==> config.mk <==
export PLATFORM = sky130hd
export DESIGN_NAME = crc_frame_scheduler
export DESIGN_NICKNAME = d
export VERILOG_FILES = /design/src/rtl/crc_frame_scheduler_pkg.sv /design/src/rtl/crc_frame_scheduler_crc16_byte_step.sv /design/src/rtl/crc_frame_scheduler.sv
export SDC_FILE = /design/constraint.sdc
export NUM_CORES = 1
export LEC_CHECK = 0
export BUFFER_PORTS_ARGS = -buffer_cell sky130_fd_sc_hd__buf_2
export CAP_MARGIN = 20
export CORE_MARGIN = 10
export CORE_UTILIZATION = 55
export CTS_CLUSTER_SIZE = 20
export DETAILED_ROUTE_END_ITERATION = 16
export PLACE_DENSITY = 0.78
export SYNTH_ARGS = -nofsm -noshare
export SYNTH_HDL_FRONTEND = slang
export SYNTH_HIERARCHICAL = 1
export SYNTH_SLANG_ARGS = --single-unit
==> constraint.sdc <==
create_clock -name clk -period 7.3 [get_ports clk]
set_clock_uncertainty 0.1 [all_clocks]
set_input_delay 0 -clock clk [delete_from_list [all_inputs] [get_ports clk]]
set_output_delay 0 -clock clk [all_outputs]
set_load 0.02 [all_outputs]
==> src/rtl/crc_frame_scheduler_pkg.sv <==
// ============================================================================
//  Module      : crc_frame_scheduler_pkg
//  Description : Shared widths, FSM state encoding and helpers for the
//                two-requester CRC-16 framing scheduler.
//  Revision    : 1.0  initial release
// ============================================================================
`default_nettype none

package crc_frame_scheduler_pkg;

  localparam int PAYLOAD_W = 34;
  localparam int PAD_W     = 40;
  localparam int CRC_W     = 16;
  localparam int CODE_W    = 50;
  localparam int NUM_BYTES = 5;
  localparam int CNT_W     = 3;

  // Counter value on which the final byte of the padded payload is folded in
  localparam logic [CNT_W-1:0] LAST_CNT = CNT_W'(NUM_BYTES - 1);

  typedef enum logic [1:0] {
    S_IDLE    = 2'd0,
    S_COMPUTE = 2'd1,
    S_DONE    = 2'd2
  } state_t;

  // Zero-extend a payload to a whole number of bytes
  function automatic logic [PAD_W-1:0] pad_payload(input logic [PAYLOAD_W-1:0] p);
    return {{(PAD_W - PAYLOAD_W){1'b0}}, p};
  endfunction

endpackage

`default_nettype wire

==> src/rtl/crc_frame_scheduler_crc16_byte_step.sv <==
// ============================================================================
//  Module      : crc16_byte_step
//  Description : Combinational CRC-16 update over one byte, MSB first,
//                non-reflected, with a run-time polynomial.
//  Revision    : 1.0  initial release
// ============================================================================
`default_nettype none

module crc16_byte_step (
  input  logic [15:0] crc_in,
  input  logic [7:0]  data_byte,
  input  logic [15:0] poly,
  output logic [15:0] crc_out
);

  // Fold the byte into the top of the register, then shift out eight bits
  always_comb begin
    logic [15:0] c;
    c = crc_in ^ {data_byte, 8'h00};
    for (int i = 0; i < 8; i++) begin
      if (c[15]) begin
        c = (c << 1) ^ poly;
      end else begin
        c = c << 1;
      end
    end
    crc_out = c;
  end

endmodule

`default_nettype wire

==> src/rtl/crc_frame_scheduler.sv <==
// ============================================================================
//  Module      : crc_frame_scheduler
//  Description : Accepts 34-bit words from two requesters, appends a CRC-16
//                computed one byte per cycle, and presents the 50-bit
//                codeword until downstream accepts it.
//                Build option: define CRC_RR_ARB_EN for round-robin
//                arbitration; otherwise req0 has fixed priority.
//  Revision    : 1.0  initial release
// ============================================================================
`default_nettype none

module crc_frame_scheduler
  import crc_frame_scheduler_pkg::*;
#(
  parameter logic [CRC_W-1:0] CRC_INIT = 16'h0000,
  parameter logic [CRC_W-1:0] CRC_POLY = 16'h1021
) (
  input  logic                 clk,
  input  logic                 reset,
  input  logic                 req0_valid,
  input  logic [PAYLOAD_W-1:0] req0_data,
  output logic                 req0_ready,
  input  logic                 req1_valid,
  input  logic [PAYLOAD_W-1:0] req1_data,
  output logic                 req1_ready,
  output logic                 out_valid,
  output logic [CODE_W-1:0]    out_data,
  output logic                 out_chan,
  input  logic                 out_ready,
  output logic                 busy
);

  state_t               state_q;
  logic [CRC_W-1:0]     crc_q;
  logic [CRC_W-1:0]     crc_d;
  logic [CNT_W-1:0]     cnt_q;
  logic [PAD_W-1:0]     pad_q;
  logic                 chan_q;
  logic                 out_valid_q;
  logic [CODE_W-1:0]    out_data_q;
  logic                 out_chan_q;

  logic                 w_gnt0;
  logic                 w_gnt1;
  logic                 w_idle_ok;
  logic                 w_accept;
  logic                 w_sel;
  logic [PAYLOAD_W-1:0] w_data;
  logic [7:0]           w_byte;

`ifdef CRC_RR_ARB_EN
  // 1 means req1 received the most recent grant
  logic last_q;

  // Round-robin: on a tie, favour the requester not served last
  always_comb begin
    w_gnt0 = 1'b0;
    w_gnt1 = 1'b0;
    if (req0_valid && req1_valid) begin
      w_gnt0 = last_q;
      w_gnt1 = ~last_q;
    end else begin
      w_gnt0 = req0_valid;
      w_gnt1 = req1_valid;
    end
  end

  // Remember who was granted; reset treats req1 as last so req0 wins first
  always_ff @(posedge clk or posedge reset) begin
    if (reset) begin
      last_q <= 1'b1;
    end else if (w_accept) begin
      last_q <= w_sel;
    end
  end
`else
  // Fixed priority: req0 always wins a tie
  always_comb begin
    w_gnt0 = req0_valid;
    w_gnt1 = req1_valid & ~req0_valid;
  end
`endif

  // Ready only in IDLE, and held low while reset is asserted
  assign w_idle_ok  = (state_q == S_IDLE) & ~reset;
  assign req0_ready = w_idle_ok & w_gnt0;
  assign req1_ready = w_idle_ok & w_gnt1;
  assign w_accept   = req0_ready | req1_ready;
  assign w_sel      = req1_ready;
  assign w_data     = w_sel ? req1_data : req0_data;

  // Select the byte for this COMPUTE cycle, most significant byte first
  always_comb begin
    w_byte = 8'h00;
    case (cnt_q)
      3'd0:    w_byte = pad_q[39:32];
      3'd1:    w_byte = pad_q[31:24];
      3'd2:    w_byte = pad_q[23:16];
      3'd3:    w_byte = pad_q[15:8];
      3'd4:    w_byte = pad_q[7:0];
      default: w_byte = 8'h00;
    endcase
  end

  crc16_byte_step u_step (
    .crc_in    (crc_q),
    .data_byte (w_byte),
    .poly      (CRC_POLY),
    .crc_out   (crc_d)
  );

  // Main sequencer: accept, fold five bytes, then hold the codeword
  always_ff @(posedge clk or posedge reset) begin
    if (reset) begin
      state_q     <= S_IDLE;
      crc_q       <= CRC_INIT;
      cnt_q       <= '0;
      pad_q       <= '0;
      chan_q      <= 1'b0;
      out_valid_q <= 1'b0;
      out_data_q  <= '0;
      out_chan_q  <= 1'b0;
    end else begin
      case (state_q)
        S_IDLE: begin
          if (w_accept) begin
            pad_q   <= pad_payload(w_data);
            chan_q  <= w_sel;
            crc_q   <= CRC_INIT;
            cnt_q   <= '0;
            state_q <= S_COMPUTE;
          end
        end
        S_COMPUTE: begin
          crc_q <= crc_d;
          if (cnt_q == LAST_CNT) begin
            cnt_q       <= '0;
            out_valid_q <= 1'b1;
            out_data_q  <= {pad_q[PAYLOAD_W-1:0], crc_d};
            out_chan_q  <= chan_q;
            state_q     <= S_DONE;
          end else begin
            cnt_q <= cnt_q + 3'd1;
          end
        end
        S_DONE: begin
          if (out_ready) begin
            out_valid_q <= 1'b0;
            state_q     <= S_IDLE;
          end
        end
        default: begin
          state_q <= S_IDLE;
        end
      endcase
    end
  end

  assign out_valid = out_valid_q;
  assign out_data  = out_data_q;
  assign out_chan  = out_chan_q;
  assign busy      = (state_q != S_IDLE);

endmodule

`default_nettype wire

# --- After elaboration in Yosys (flattened, before gate mapping) ---
# Cells that the tools add are included.
word_totals:
  regBits: 108
  input_bits: 73
  out_inout_bits: 55
  word_cells: 66
op_classes:
  add_sub_neg: 1
  n_eq_ne: 9
  muxes: 22
  bitwise: 16
  reduce_logical: 10
op_table:
  columns: ["operator", "n"]
  rows:
  - ["$mux W13", 8]
  - ["$pmux W8 S5", 1]
  - ["$mux W34", 1]
  - ["$pmux W16 S2", 1]
  - ["$not A3 Y3", 8]
  - ["$mux W16", 1]
  - ["$xor A16 B16 Y16", 1]
  - ["$eq A3 B2 Y1 const B", 2]
  - ["$mux W2", 3]
  - ["$mux W3", 2]
  - ["$ne A2 B2 Y1 const B", 3]
  - ["$pmux W2 S3", 1]
  - ["$pmux W3 S2", 1]
  - ["$reduce_and A2 Y1", 3]
  - ["$reduce_and A3 Y1", 2]
  - ["$reduce_bool A2 Y1", 3]
  - ["$and A1 B1 Y1", 4]
  - ["$add A3 B1 Y3 const B", 1]
  - ["$eq A3 B1 Y1 const B", 1]
  - ["$eq A3 B3 Y1 const B", 1]
  - ["$logic_not A3 Y1", 1]
  - ["$eq A2 B1 Y1 const B", 1]
  - ["$eq A2 B2 Y1 const B", 1]
  - ["$logic_not A2 Y1", 1]
  - ["other kinds (4)", 6]

# --- Longest topological paths before layout ---
logic_depth:
  ltp_word: 20
  mapped_depth: 21
  mapped_depth_nobuf: 18

# --- Cells and area by module ---
# The synthesis kept the hierarchy.
modules_own_cells:
  columns: ["mod", "n_inst", "cells_per_inst", "area_each_um2", "seq_area_each_um2"]
  rows:
  - ["crc_frame_scheduler", 1, 378, 4704.5, 2702.6]
  - ["crc16_byte_step", 1, 383, 2897.8, 0.0]

# --- Worst setup path before layout ---
# OpenSTA, ideal clock, no wires.
synth_timing:
  path_type: "register to register"
  from: "reg cnt_q[0]"
  to: "reg out_data_q[13], in the netlist out_data[13]"
  setup_time_ps: 65
  arrival_time_ps: 4127
  t_required_ps: 7135
  setup_slack_ps: 3008
  stages_incl_launch_ff: 19
  path_buffers: 2
  period_less_slack_ps: 4292
  cell_sequence: "dfrtp_1 > inv_1 > ha_1 > buf_1 > nand3_1 > a31oi_1 > xor2_4 > a21oi_1 > or3_1 > a21oi_1 > a211oi_2 > nor3_2 > a311oi_4 > or2_4 > buf_12 > o21ai_2 > xnor3_1 > xor2_1 > mux2_2"
synth_via:
  word_cells_on_any_way: 13
  cone_classes: "eq/ne: 4; mux: 5; bitwise: 2; reduce/logical: 2"
synth_lines:
  columns: ["element", "line", "source"]
  rows:
  - ["from (decl)", "crc_frame_scheduler.sv:36", "logic [CNT_W-1:0] cnt_q;"]
  - ["from (signal assigned)", "crc_frame_scheduler.sv:143", "cnt_q <= cnt_q + 3'd1;"]
  - ["$eq A3 B3 Y1 (tied with other cells)", "crc_frame_scheduler.sv:95", "case (cnt_q)"]
  - ["$pmux W8 S5 *", "crc_frame_scheduler.sv:95", null]
  - ["named net w_byte[5]", "crc_frame_scheduler.sv:49", "logic [7:0] w_byte;"]
  - ["$xor A16 B16 Y16 *", "crc_frame_scheduler_crc16_byte_step.sv:19", "c = crc_in ^ {data_byte, 8'h00};"]
  - ["$mux W13 * (2 in a row)", "crc_frame_scheduler_crc16_byte_step.sv:21", "if (c[15]) begin"]
  - ["named net crc_d[13]", "crc_frame_scheduler.sv:35", "logic [CRC_W-1:0] crc_d;"]
  - ["to (signal assigned)", "crc_frame_scheduler.sv:139", "out_data_q <= {pad_q[PAYLOAD_W-1:0], crc_d};"]
  - ["to (decl)", "crc_frame_scheduler.sv:40", "logic [CODE_W-1:0] out_data_q;"]
# Mark *: on every way through the listed nets, which the timed path passes. The rest lies on a longest branch.
# A chain may end at the register's enable or synchronous reset.

# --- Final worst setup path ---
layout_timing:
  from: "reg cnt_q[2]"
  to: "reg out_data_q[6], in the netlist out_data[6]"
layout_via:
  word_cells_on_any_way: 18
  cone_classes: "eq/ne: 4; mux: 9; bitwise: 3; reduce/logical: 2"
layout_lines:
  columns: ["element", "line"]
  rows:
  - ["$eq A3 B3 Y1 (tied with other cells)", "crc_frame_scheduler.sv:95"]
  - ["$pmux W8 S5 *", "crc_frame_scheduler.sv:95"]
  - ["named net w_byte[5]", "crc_frame_scheduler.sv:49"]
  - ["$xor A16 B16 Y16 *", "crc_frame_scheduler_crc16_byte_step.sv:19"]
  - ["$mux W13 * (3 in a row)", "crc_frame_scheduler_crc16_byte_step.sv:21"]
  - ["named net crc_d[6]", "crc_frame_scheduler.sv:35"]
# Marks and branches as above.

==> summary.md <==
| Metric | Value |
|---|---|
| Status | `finished, final reports clean` |
| CTS tree | `built` |
| Vias per inst | `between 5 and 6` |
| Deepest clock path buffer count | `2` |
| CP max FO | `14` |
| Worst hold slack | `~0.1 ns` |
| Crit Path Category | `register to register` |
| Buffers & Inverters on Critical Path | `1` |
| Seq/Total Area, Yosys | `0.355` |
| Yosys reg bits | `about 110` |
| Mapped cell area | `between 0.007 and 0.008 mm^2` |
| Main synth FF type | `dfrtp_1` |
| CP endpoint kind | `register` |
| Post-CTS Setup Bufs | `0` |
| CP peak stage delay | `between 0.6 and 0.7 ns` |
| Synth Warn # | `6` |
| Total track usage | `0.234` |
| CP required | `approximately 7.5 ns` |
| Hold WC Path Type | `primary input to asynchronous set/reset pin` |
| Crit-path slowest cell | `dfrtp_1` |
| Vias after detailed routing | `about 6600` |
| Crit-path cells | `clkinv_1, ha_1, a22oi_1, a31oi_1, xor2_4, a21oi_1, or3_1, a21oi_1, a211oi_2, o21a_2, a311oi_4, or2_4, o21ai_1, xnor3_1, xor2_1, mux2_2` |
| Die W | `approximately 140 um` |
| # DRC | `0` |
| Clk pin slew, worst setup/hold paths | `approximately 0.070 ns` |
| Fmax achieved | `0.193 GHz` |
| Final hold violation count | `0` |
| Max-slew violation count | `0` |
| Synth unique cells | `a little under 80` |
| Max-cap violations | `0` |
| Period utilization | `0.708` |
| Number of global-route vias before repair | `6701` |
| Core Rows | `between 40 and 50` |
| WL final | `21.9 mm` |
| Ports | `128` |
| Worst EP arrival | `5.35 ns` |
| Initial drt markers | `roughly 730` |
| Global-route wire length before repair | `about 35 mm` |
| Nets | `between 1000 and 1500` |
| Critical Path Most Common Cell | `a21oi_1` |
| Root Buffer | `clkbuf_16` |
| Slew HR | `0.336` |
| Antenna-violating nets left | `0` |
| Port-buffer cells | `about 130` |
| Detailed placement HPWL | `roughly 14 mm` |
| Slew at the pin closest to its max-slew limit | `between 0.9 and 1 ns` |
| TritonRoute pass-1 iters | `5` |
| Setup Total Neg Slack | `0 ns` |
| Cts bufs inserted | `9` |
| Core area | `between 0.01 and 0.015 mm^2` |
| Initial antenna violation count | `1` |
| Die area | `0.0189 mm^2` |
| Vertical die dimension | `~140 um` |
| Clk Latency, worst-skew pair | `0.35 ns` |
| GR Overflow Total | `0` |
| Post-synth EDFFs | `0` |
| RSZ-0062 raised after global routing | `no` |
| Share of cells above drive strength 1 | `0.262` |
| Tmin final | `between 5 and 6 ns` |
| Layout Area Growth over Synthesis | `20.6%` |
| Clock Sinks | `108` |
| Top delay family on crit path | `compound AO/OA/AOI/OAI gates` |
| Setup-failing EPs final | `0` |
| Initial Utilization | `0.567` |
| GPL Wtd Cong | `around 0.9` |
| Finished Core Util | `0.684` |
| Avg WL per Cell | `about 20 um` |
| Synth Area per Inst | `9.99 um^2` |
| H-tree levels | `3` |
| Largest net degree at the start of global routing | `81` |
| Share of synthesized flip-flops with an asynchronous set or reset | `1.00` |
| Startpoint Class | `register` |
| Synth Instances | `around 760` |
| Fillers | `around 1000` |
synthesized netlist by cell type (4+ instances only):
cell type,count,share of area
a211oi_1,4,0.0040
xnor3_1,14,0.041
o21ai_1,11,0.0072
o211ai_1,4,0.0040
clkbuf_1,17,0.0084
nand3_1,27,0.018
inv_1,8,0.0040
xor2_1,23,0.026
ha_1,5,0.0082
xnor2_1,65,0.075
buf_6,13,0.019
o2bb2ai_1,34,0.039
buf_2,21,0.014
nand2_1,129,0.064
o21ai_2,11,0.013
o2111ai_1,15,0.017
or3_1,4,0.0033
a21oi_1,12,0.0079
clkbuf_8,4,0.0072
mux2_2,53,0.079
dfrtp_1,108,0.36
o21ai_0,30,0.020
a31oi_1,7,0.0058
nor2_1,17,0.0084
a22oi_1,39,0.039
through the flow:
stage | worst slack (ns) | cells | instance area (um^2)
2_1_floorplan | 3.01 | 786 | 7700
3_3_place_gp | 2.36 | 1029 | 8150
5_1_grt | 1.79 | 1118 | 9170
4_1_cts | 2.21 | 1117 | 9170
3_5_place_dp | 2.22 | 1030 | 8170
6_report | 2.13 | 1118 | 9170
sequential cells by signal (all words and copies together), names as in the netlist:
name and flops:
cnt_q 3, chan_q 1, crc_q 16, out_chan 1, state_q 2, out_valid 1, out_data 50, pad_q 34
worst reg2reg max path, cell delays in order, from the launching register on:
cell,delay (ns)
dfrtp_1,0.63
clkinv_1,0.38
ha_1,0.41
a22oi_1,0.22
a31oi_1,0.21
xor2_4,0.32
a21oi_1,0.15
or3_1,0.40
a21oi_1,0.16
a211oi_2,0.09
o21a_2,0.19
a311oi_4,0.60
or2_4,0.39
o21ai_1,0.14
xnor3_1,0.35
xor2_1,0.20
mux2_2,0.17
layout make-up:
cell class / count / area (um^2) / area share
Multi-Input combinational cell: 603 / 4510 / 0.492
Sequential cell: 108 / 2700 / 0.295
Timing Repair Buffer: 204 / 1400 / 0.153
Clock buffer: 11 / 233 / 0.0254
Tap cell: 176 / 220 / 0.0240
Clock inverter: 5 / 60.1 / 0.00655
Inverter: 10 / 40.0 / 0.00437
Antenna cell: 1 / 2.50 / 0.000273
final timing paths:
kind	startpoint	slack, ns	to	depth (start not counted)
max	cnt_q[2]	2.13	out_data[6]	16
max reg2reg	cnt_q[2]	2.13	out_data[6]	16
min in group clk	out_ready	0.29	state_q[1]	3
min	reset	0.1	out_data[7]	3
max in group asynchronous	reset	5.69	crc_q[12]	4
min reg2reg	out_data[4]	0.40	out_data[4]	1
cell families (layout without fill, tap and decap cells):
| logic type | after synthesis | count (layout) | share of synthesized area |
|---|---|---|---|
| other cells | 2 | 28 | 0.000988 |
| fa+ha+maj | 5 | 5 | 0.00823 |
| xor+xnor | 111 | 111 | 0.168 |
| compound gates | 192 | 192 | 0.190 |
| simple gates | 212 | 212 | 0.132 |
| mux | 56 | 56 | 0.0825 |
| flops | 108 | 108 | 0.355 |
| buf+inv | 75 | 230 | 0.0634 |
what timing repair did:
item,CTS,global route
gates resized for setup,0,0
hold endpoints to repair,65,0
hold buffers,71,0
layout by cell type (no fill, tap or decap), drive strengths merged, types with 6 or more instances in the layout:
cell type / Yosys / routed
a21oi: 13 / 13
and3: 6 / 6
xnor3: 16 / 16
a31oi: 8 / 8
inv: 8 / 9
nand2: 130 / 130
conb: 2 / 27
clkbuf: 24 / 11
buf: 40 / 133
dlygate4sd3: 1 / 71
xnor2: 67 / 67
nor2: 19 / 19
dfrtp: 108 / 108
a22oi: 39 / 39
o21ai: 52 / 52
xor2: 26 / 26
o2111ai: 15 / 15
nand3: 29 / 29
o2bb2ai: 34 / 34
mux2: 53 / 53
per-layer routing:
layer / vias up / wire length (um) / GRT usage
met5: - / 0 / 0
met4: 0 / 480 / 0.0726
met3: 36 / 1650 / 0.0444
met2: 303 / 10800 / 0.385
met1: 3242 / 8990 / 0.305
li1: 3043 / - / -
Power is left out: the tool's default activity adds up to more than one toggle a clock period on the data nets, which glitch-free logic cannot reach.
